[src/rtl/ysyx_22050243_rr_encoder_pkg.sv]
// ---------------------------------------------------------------------------
// ysyx_22050243_rr_encoder_pkg
// Shared constants for the round-robin encoder slice: default request count,
// default index width and the two-state handshake FSM encoding.
// No ports.
// ---------------------------------------------------------------------------
package ysyx_22050243_rr_encoder_pkg;

  localparam int DEFAULT_NR_REQ  = 8;
  localparam int DEFAULT_IDX_LEN = 3;

  // EMPTY: no grant held (out_valid=0); FULL: a grant waits for the consumer.
  typedef enum logic {
    EMPTY = 1'b0,
    FULL  = 1'b1
  } state_t;

endpackage

[src/rtl/ysyx_22050243_rr_encoder_if.sv]
// ---------------------------------------------------------------------------
// ysyx_22050243_rr_encoder_if
// Request / grant bundle between the requesters+consumer and the encoder.
//   req        : level request vector, bit i = requester i pending
//   out_ready  : consumer accepts the current grant
//   out_valid  : a grant is held in out_idx/out_onehot
//   out_idx    : binary index of the granted requester
//   out_onehot : one-hot of out_idx, zero when out_valid=0
// modport master : environment side (drives req/out_ready)
// modport slave  : encoder side (drives the grant outputs)
// ---------------------------------------------------------------------------
interface ysyx_22050243_rr_encoder_if
  import ysyx_22050243_rr_encoder_pkg::*;
#(
  parameter int NR_REQ  = DEFAULT_NR_REQ,
  parameter int IDX_LEN = DEFAULT_IDX_LEN
);

  logic [NR_REQ-1:0]  req;
  logic               out_ready;
  logic               out_valid;
  logic [IDX_LEN-1:0] out_idx;
  logic [NR_REQ-1:0]  out_onehot;

  modport master (
    output req, out_ready,
    input  out_valid, out_idx, out_onehot
  );

  modport slave (
    input  req, out_ready,
    output out_valid, out_idx, out_onehot
  );

endinterface

[src/rtl/ysyx_22050243_rr_encoder_prienc.sv]
// ---------------------------------------------------------------------------
// ysyx_22050243_prienc
// Combinational fixed-priority encoder, lowest set index wins.
//   req    : input request vector
//   hit    : any bit of req set
//   idx    : index of the lowest set bit (0 when no hit)
//   onehot : one-hot of idx (zero when no hit)
// ---------------------------------------------------------------------------
module ysyx_22050243_prienc
  import ysyx_22050243_rr_encoder_pkg::*;
#(
  parameter int NR_REQ  = DEFAULT_NR_REQ,
  parameter int IDX_LEN = DEFAULT_IDX_LEN
) (
  input  logic [NR_REQ-1:0]  req,
  output logic               hit,
  output logic [IDX_LEN-1:0] idx,
  output logic [NR_REQ-1:0]  onehot
);

  // Scanning from the top down lets the lowest set bit overwrite the others.
  always_comb begin
    hit    = 1'b0;
    idx    = '0;
    onehot = '0;
    for (int i = NR_REQ - 1; i >= 0; i--) begin
      if (req[i]) begin
        hit       = 1'b1;
        idx       = IDX_LEN'(i);
        onehot    = '0;
        onehot[i] = 1'b1;
      end
    end
  end

endmodule

[src/rtl/ysyx_22050243_rr_encoder.sv]
// ---------------------------------------------------------------------------
// ysyx_22050243_rr_encoder
// Registered round-robin priority encoder with a valid/ready output.
//   clk : clock, all state changes on the rising edge
//   rst : synchronous active-high reset
//   bus : slave modport of ysyx_22050243_rr_encoder_if (req, out_ready in;
//         out_valid, out_idx, out_onehot out)
// A rotating pointer sets the scan start; the scan wraps at NR_REQ.
// ---------------------------------------------------------------------------
module ysyx_22050243_rr_encoder
  import ysyx_22050243_rr_encoder_pkg::*;
#(
  parameter int NR_REQ  = DEFAULT_NR_REQ,
  parameter int IDX_LEN = DEFAULT_IDX_LEN
) (
  input  logic                        clk,
  input  logic                        rst,
  ysyx_22050243_rr_encoder_if.slave   bus
);

  state_t             state;
  state_t             state_next;
  logic [IDX_LEN-1:0] ptr;
  logic [IDX_LEN-1:0] idx_q;
  logic [NR_REQ-1:0]  onehot_q;

  logic               handshake;
  logic               load;
  logic [NR_REQ-1:0]  eligible;
  logic [NR_REQ-1:0]  upper_mask;

  logic               hi_hit;
  logic [IDX_LEN-1:0] hi_idx;
  logic [NR_REQ-1:0]  hi_onehot;
  logic               all_hit;
  logic [IDX_LEN-1:0] all_idx;
  logic [NR_REQ-1:0]  all_onehot;

  logic               sel_hit;
  logic [IDX_LEN-1:0] sel_idx;
  logic [NR_REQ-1:0]  sel_onehot;

  // The bit being handed over this cycle is dropped from the eligible set so
  // the concurrent reload cannot grant the same request twice.
  always_comb begin
    handshake = (state == FULL) && bus.out_ready;
    load      = (state == EMPTY) || handshake;
    eligible  = bus.req & ~(handshake ? onehot_q : '0);
    upper_mask = '0;
    for (int i = 0; i < NR_REQ; i++) begin
      upper_mask[i] = (IDX_LEN'(i) >= ptr);
    end
  end

  // Double scan: requests at or above the pointer first, then the whole
  // vector, which gives the wrap-around ptr..NR_REQ-1, 0..ptr-1.
  ysyx_22050243_prienc #(
    .NR_REQ  (NR_REQ),
    .IDX_LEN (IDX_LEN)
  ) u_scan_hi (
    .req    (eligible & upper_mask),
    .hit    (hi_hit),
    .idx    (hi_idx),
    .onehot (hi_onehot)
  );

  ysyx_22050243_prienc #(
    .NR_REQ  (NR_REQ),
    .IDX_LEN (IDX_LEN)
  ) u_scan_all (
    .req    (eligible),
    .hit    (all_hit),
    .idx    (all_idx),
    .onehot (all_onehot)
  );

  always_comb begin
    sel_hit    = hi_hit | all_hit;
    sel_idx    = hi_hit ? hi_idx    : all_idx;
    sel_onehot = hi_hit ? hi_onehot : all_onehot;
  end

  // FSM state register.
  always_ff @(posedge clk) begin
    if (rst) begin
      state <= EMPTY;
    end else begin
      state <= state_next;
    end
  end

  // FSM next state: a load decides FULL/EMPTY, otherwise the state holds.
  always_comb begin
    state_next = state;
    if (load) begin
      state_next = sel_hit ? FULL : EMPTY;
    end
  end

  // FSM outputs: the grant is driven straight from registers.
  always_comb begin
    bus.out_valid  = (state == FULL);
    bus.out_idx    = idx_q;
    bus.out_onehot = onehot_q;
  end

  // Grant registers and rotating pointer. Without a load the grant is frozen;
  // an empty load clears it so out_onehot is zero whenever out_valid is low.
  always_ff @(posedge clk) begin
    if (rst) begin
      idx_q    <= '0;
      onehot_q <= '0;
      ptr      <= '0;
    end else begin
      if (load) begin
        idx_q    <= sel_hit ? sel_idx    : '0;
        onehot_q <= sel_hit ? sel_onehot : '0;
      end
      if (handshake) begin
        ptr <= (idx_q == IDX_LEN'(NR_REQ - 1)) ? '0 : idx_q + IDX_LEN'(1);
      end
    end
  end

endmodule

[src/flat_wrapper.sv]
// flat-port wrapper written by rule: the top's interface ports become plain ports
module ysyx_22050243_rr_encoder_flat import ysyx_22050243_rr_encoder_pkg::*;
#(
  parameter int NR_REQ  = DEFAULT_NR_REQ,
  parameter int IDX_LEN = DEFAULT_IDX_LEN
)
  (clk, rst, bus_req, bus_out_ready, bus_out_valid, bus_out_idx, bus_out_onehot);
  ysyx_22050243_rr_encoder_if #(.NR_REQ(NR_REQ), .IDX_LEN(IDX_LEN)) bus_i ();
  input  logic clk;
  input  logic rst;
  input wire logic [$bits(bus_i.req)-1:0] bus_req;
  input wire logic [$bits(bus_i.out_ready)-1:0] bus_out_ready;
  output wire logic [$bits(bus_i.out_valid)-1:0] bus_out_valid;
  output wire logic [$bits(bus_i.out_idx)-1:0] bus_out_idx;
  output wire logic [$bits(bus_i.out_onehot)-1:0] bus_out_onehot;
  assign bus_i.req = bus_req;
  assign bus_i.out_ready = bus_out_ready;
  assign bus_out_valid = bus_i.out_valid;
  assign bus_out_idx = bus_i.out_idx;
  assign bus_out_onehot = bus_i.out_onehot;
  ysyx_22050243_rr_encoder #(.NR_REQ(NR_REQ), .IDX_LEN(IDX_LEN)) u_core (.clk(clk), .rst(rst), .bus(bus_i));
endmodule
[config.mk]
export PLATFORM = sky130hd
export DESIGN_NAME = ysyx_22050243_rr_encoder_flat
export DESIGN_NICKNAME = d
export VERILOG_FILES = /design/src/rtl/ysyx_22050243_rr_encoder_pkg.sv /design/src/rtl/ysyx_22050243_rr_encoder_if.sv /design/src/rtl/ysyx_22050243_rr_encoder_prienc.sv /design/src/rtl/ysyx_22050243_rr_encoder.sv /design/src/flat_wrapper.sv
export SDC_FILE = /design/constraint.sdc
export NUM_CORES = 1
export LEC_CHECK = 0
export ABC_AREA = 1
export CORE_MARGIN = 2
export CORE_UTILIZATION = 25
export CTS_CLUSTER_DIAMETER = 120
export DETAILED_ROUTE_END_ITERATION = 8
export SLEW_MARGIN = 20
export SYNTH_ARGS = -nofsm -noshare
export SYNTH_HDL_FRONTEND = slang
export SYNTH_SLANG_ARGS = --single-unit
[constraint.sdc]
create_clock -name clk -period 1.34 [get_ports clk]
set_input_delay 0.335 -clock clk [delete_from_list [all_inputs] [get_ports clk]]
set_output_delay 0.335 -clock clk [all_outputs]
set_load 0.02 [all_outputs]
==> flow_metrics.env <==
export IMPL_setup_slack_ns=-0.212
export IMPL_status="complete, but fails checks"
export IMPL_pwr_share_seq_pct=34.2
export IMPL_drive_above_1_share_pct=50.6
export IMPL_numClockSinks=15
export IMPL_period_minus_slack_ns=1.55
export IMPL_grt_pass1_wl_mm=6.34
export IMPL_power_density_nw_per_um2=687
export IMPL_synth_nets=188
export IMPL_synth_most_common_cell="nand2_1"
export IMPL_power_frac_comb_pct=40.8
export IMPL_async_reset_ff_share_pct=0
export IMPL_drc=0
export IMPL_fin_crit_sh_pct=116
export IMPL_crit_required_ns=1.52
export IMPL_cts_inserted_buffers=3
export IMPL_antenna_left=0
export IMPL_cp_common_cell="nand3_1"
export IMPL_core_sq_um=4440
export IMPL_hold_buffers=0
export IMPL_regArea_sq_um=309
export IMPL_grt_pass1_vias=1350
export IMPL_yosysSeqAreaShare_pct=25.5
export IMPL_syn_area_sq_um=1180
export IMPL_place_inst=275
export IMPL_hold_ws_ns=0.486
export IMPL_synth_top_area_cell="dfxtp_1"
export IMPL_slowest_delay_ns=0.56
export IMPL_diodes=0
export IMPL_htreeDepth=1
export IMPL_synth_top_area_share_pct=25.5
export IMPL_worst_ep_arrival_time_ns=1.73
export IMPL_ys_types=27
export IMPL_instances_no_fill=297
export IMPL_syn2layout_area_growth_pct=82.7
export IMPL_clk_pin_slew_ns=0.06
export IMPL_die_w_microns=72.7
export IMPL_viasPerCell=4.89
export IMPL_insertion_delay_ns=0.25
export IMPL_fmax_mhz=645
export IMPL_slew_headroom_pct=82.6
export IMPL_synth_cells=175
export IMPL_yosysWarnings=0
export IMPL_ys_top_cells_by_area="dfxtp_1 (25%), nand2_1 (13%), nand3_2 (11%), nor2_1 (6.4%), a21oi_1 (5.9%)"
export IMPL_total_power_mw=1.48
export IMPL_wire_per_inst_microns=14.8
export IMPL_criticalPathCategory="input pin to flip-flop"
export IMPL_hold_viol_final=0
export IMPL_violations="negative setup slack"
export IMPL_rsz0062_at_grt="true"
export IMPL_synth_common_cells="nand2_1 (40), nor2_1 (20), dfxtp_1 (15)"
export IMPL_start_util_pct=26.5
export IMPL_io_buffer_count=22
export IMPL_grt_max_degree=11
export IMPL_crit_chain="clkdlybuf4s50_1 -> nand3_2 -> buf_4 -> inv_1 -> nand3_1 -> o21ai_1 -> nand3_1 -> a21oi_1"
export IMPL_layout_nets=259
export IMPL_ys_flop_type="dfxtp_1"
export IMPL_ctsLongestPathBuffers=2
export IMPL_ios=23
export IMPL_dieArea_sq_um=5290
export IMPL_p_int_mw=0.968
export IMPL_crit_path_top_delay_cell="clkdlybuf4s50_1"
export IMPL_sw_frac_of_total_pct=34.7
export IMPL_overflow=0
export IMPL_cts_tree="done"
export IMPL_report_final_slew_viol_count=0
export IMPL_crit_path_end_kind="flip-flop"
export IMPL_leakage_nw=1.00
export IMPL_clock_power_share_pct=25.0
export IMPL_start_kind="input pin"
export IMPL_multi_input_area_sq_um=1010
export IMPL_die_y_microns=72.7
export IMPL_tightestPinTransition_ns=0.260
export IMPL_row_count=24
export IMPL_syn_avg_cell_area_sq_um=6.74
export IMPL_finalSetupViolCount=13
export IMPL_hold_class="flip-flop to flip-flop"
export IMPL_antenna_found_initial=0
export IMPL_dr_first_iter_drc_count=73
export IMPL_min_path_cells=2
export IMPL_routed_wirelength_mm=4.40
export IMPL_track_usage_pct=15.5
export IMPL_synth_edf_count=0
export IMPL_dp_hpwl_mm=2.90
export IMPL_cts_root_buf="clkbuf_8"
export IMPL_vias=1451
export IMPL_ir_worst_vdd_mv=0.625
export IMPL_rr_worst_depth=11
export IMPL_fin_worst_skew_ns=0.00535
export IMPL_synth_seq_cells=15
export IMPL_num_fill_cells=434
export IMPL_p_switching_mw=0.514
export IMPL_maxCapViolCount=0
export IMPL_firstDrtPassIters=5
export IMPL_globalplace_congestion=0.995
export IMPL_cp_max_fo=2
==> worst max-delay path, delay by kind of cell <==
kind            cells  cell delay, ns
compound gates      2            0.29
buf+inv             3            0.78
simple gates        3            0.30
==> metrics by stage <==
step	util, %	instance area [sq um]	TNS [ns]	setup WS [ns]
after floorplan	-	1210	-0.165	-0.0358
after global placement	38.8	1720	-7.73	-0.740
after detailed placement	38.8	1720	-8.08	-0.764
after CTS	42.9	1910	-1.28	-0.152
after global routing	48.5	2160	-2.61	-0.265
final	48.5	2160	-1.59	-0.212
==> state kept, by name, indices dropped and copies added (netlist names) <==
register and cells:
u_core.bus.out_idx 3, u_core.bus.out_valid 1, u_core.ptr 3, u_core.bus.out_onehot 8
==> kinds of logic after synthesis <==
| kind of cell | share of synthesized area (%) |
|---|---|
| simple gates | 47.4 |
| compound gates | 17.1 |
| buf+inv | 7.95 |
| flops | 25.5 |
| fa+ha+maj | 2.12 |
==> path summary, 6_finish.rpt <==
kind / from / end / slack [ns]
hold / removal: u_core.bus.out_onehot[6] / u_core.bus.out_onehot[6] / 0.49
setup / recovery: bus_req[3] / u_core.bus.out_onehot[3] / -0.21
hold reg to reg: u_core.bus.out_onehot[6] / u_core.bus.out_onehot[6] / 0.49
setup reg to reg: u_core.bus.out_valid / u_core.bus.out_idx[1] / -0.18
==> power groups by stage <==
stage | sequential (mW) | clock [mW] | combinational [mW]
after CTS | 0.501 | 0.373 | 0.513
after global placement | 0.516 | 0 | 0.477
after global routing | 0.512 | 0.398 | 0.645
after floorplan | 0.530 | 0 | 0.235
after detailed placement | 0.516 | 0 | 0.475
final | 0.507 | 0.370 | 0.605
==> per-layer routing <==
metal  vias to the layer above  GRT usage (%)  wire, microns
li1                        725              -              -
met1                       676           20.5           1900
met2                        42           25.4           2210
met3                         8           3.59            219
met4                         0           4.32             75
met5                         -              0              0
==> cells in the final DEF (no fill, tap or decap), types with 3 or more instances in the layout <==
master | synthesis | layout
a21oi_2 | 3 | 7
a21oi_1 | 14 | 10
buf_4 | 1 | 36
buf_6 | 1 | 8
dfxtp_2 | 0 | 4
nand3_4 | 0 | 8
clkbuf_8 | 0 | 3
inv_2 | 3 | 4
nor2_2 | 0 | 3
buf_12 | 0 | 4
o21ai_0 | 6 | 4
nand3_1 | 10 | 6
nand2_4 | 2 | 13
nand2_1 | 40 | 27
o21ai_1 | 7 | 7
dfxtp_1 | 15 | 10
inv_1 | 14 | 13
clkdlybuf4s50_1 | 0 | 3
nor2_1 | 20 | 15
dlygate4sd2_1 | 0 | 11
nand3_2 | 13 | 9
nor2_4 | 4 | 6
nand2_2 | 7 | 9
==> timing repair <==
action,in CTS,in global routing
gates cloned,1,0
gates resized for setup,40,53
buffers inserted,9,8
setup endpoints to repair,24,13
pin swaps,11,32
==> layout make-up <==
| class | instances | share of cell area (%) |
|---|---|---|
| repair buffers | 70 | 30.6 |
| clock buffers | 4 | 2.09 |
| flip-flops and latches | 15 | 14.3 |
| multi-input cells | 138 | 46.8 |
| well taps | 52 | 3.02 |
| inverters | 18 | 3.13 |
No activity file was read; power rests on OpenSTA's default activity.
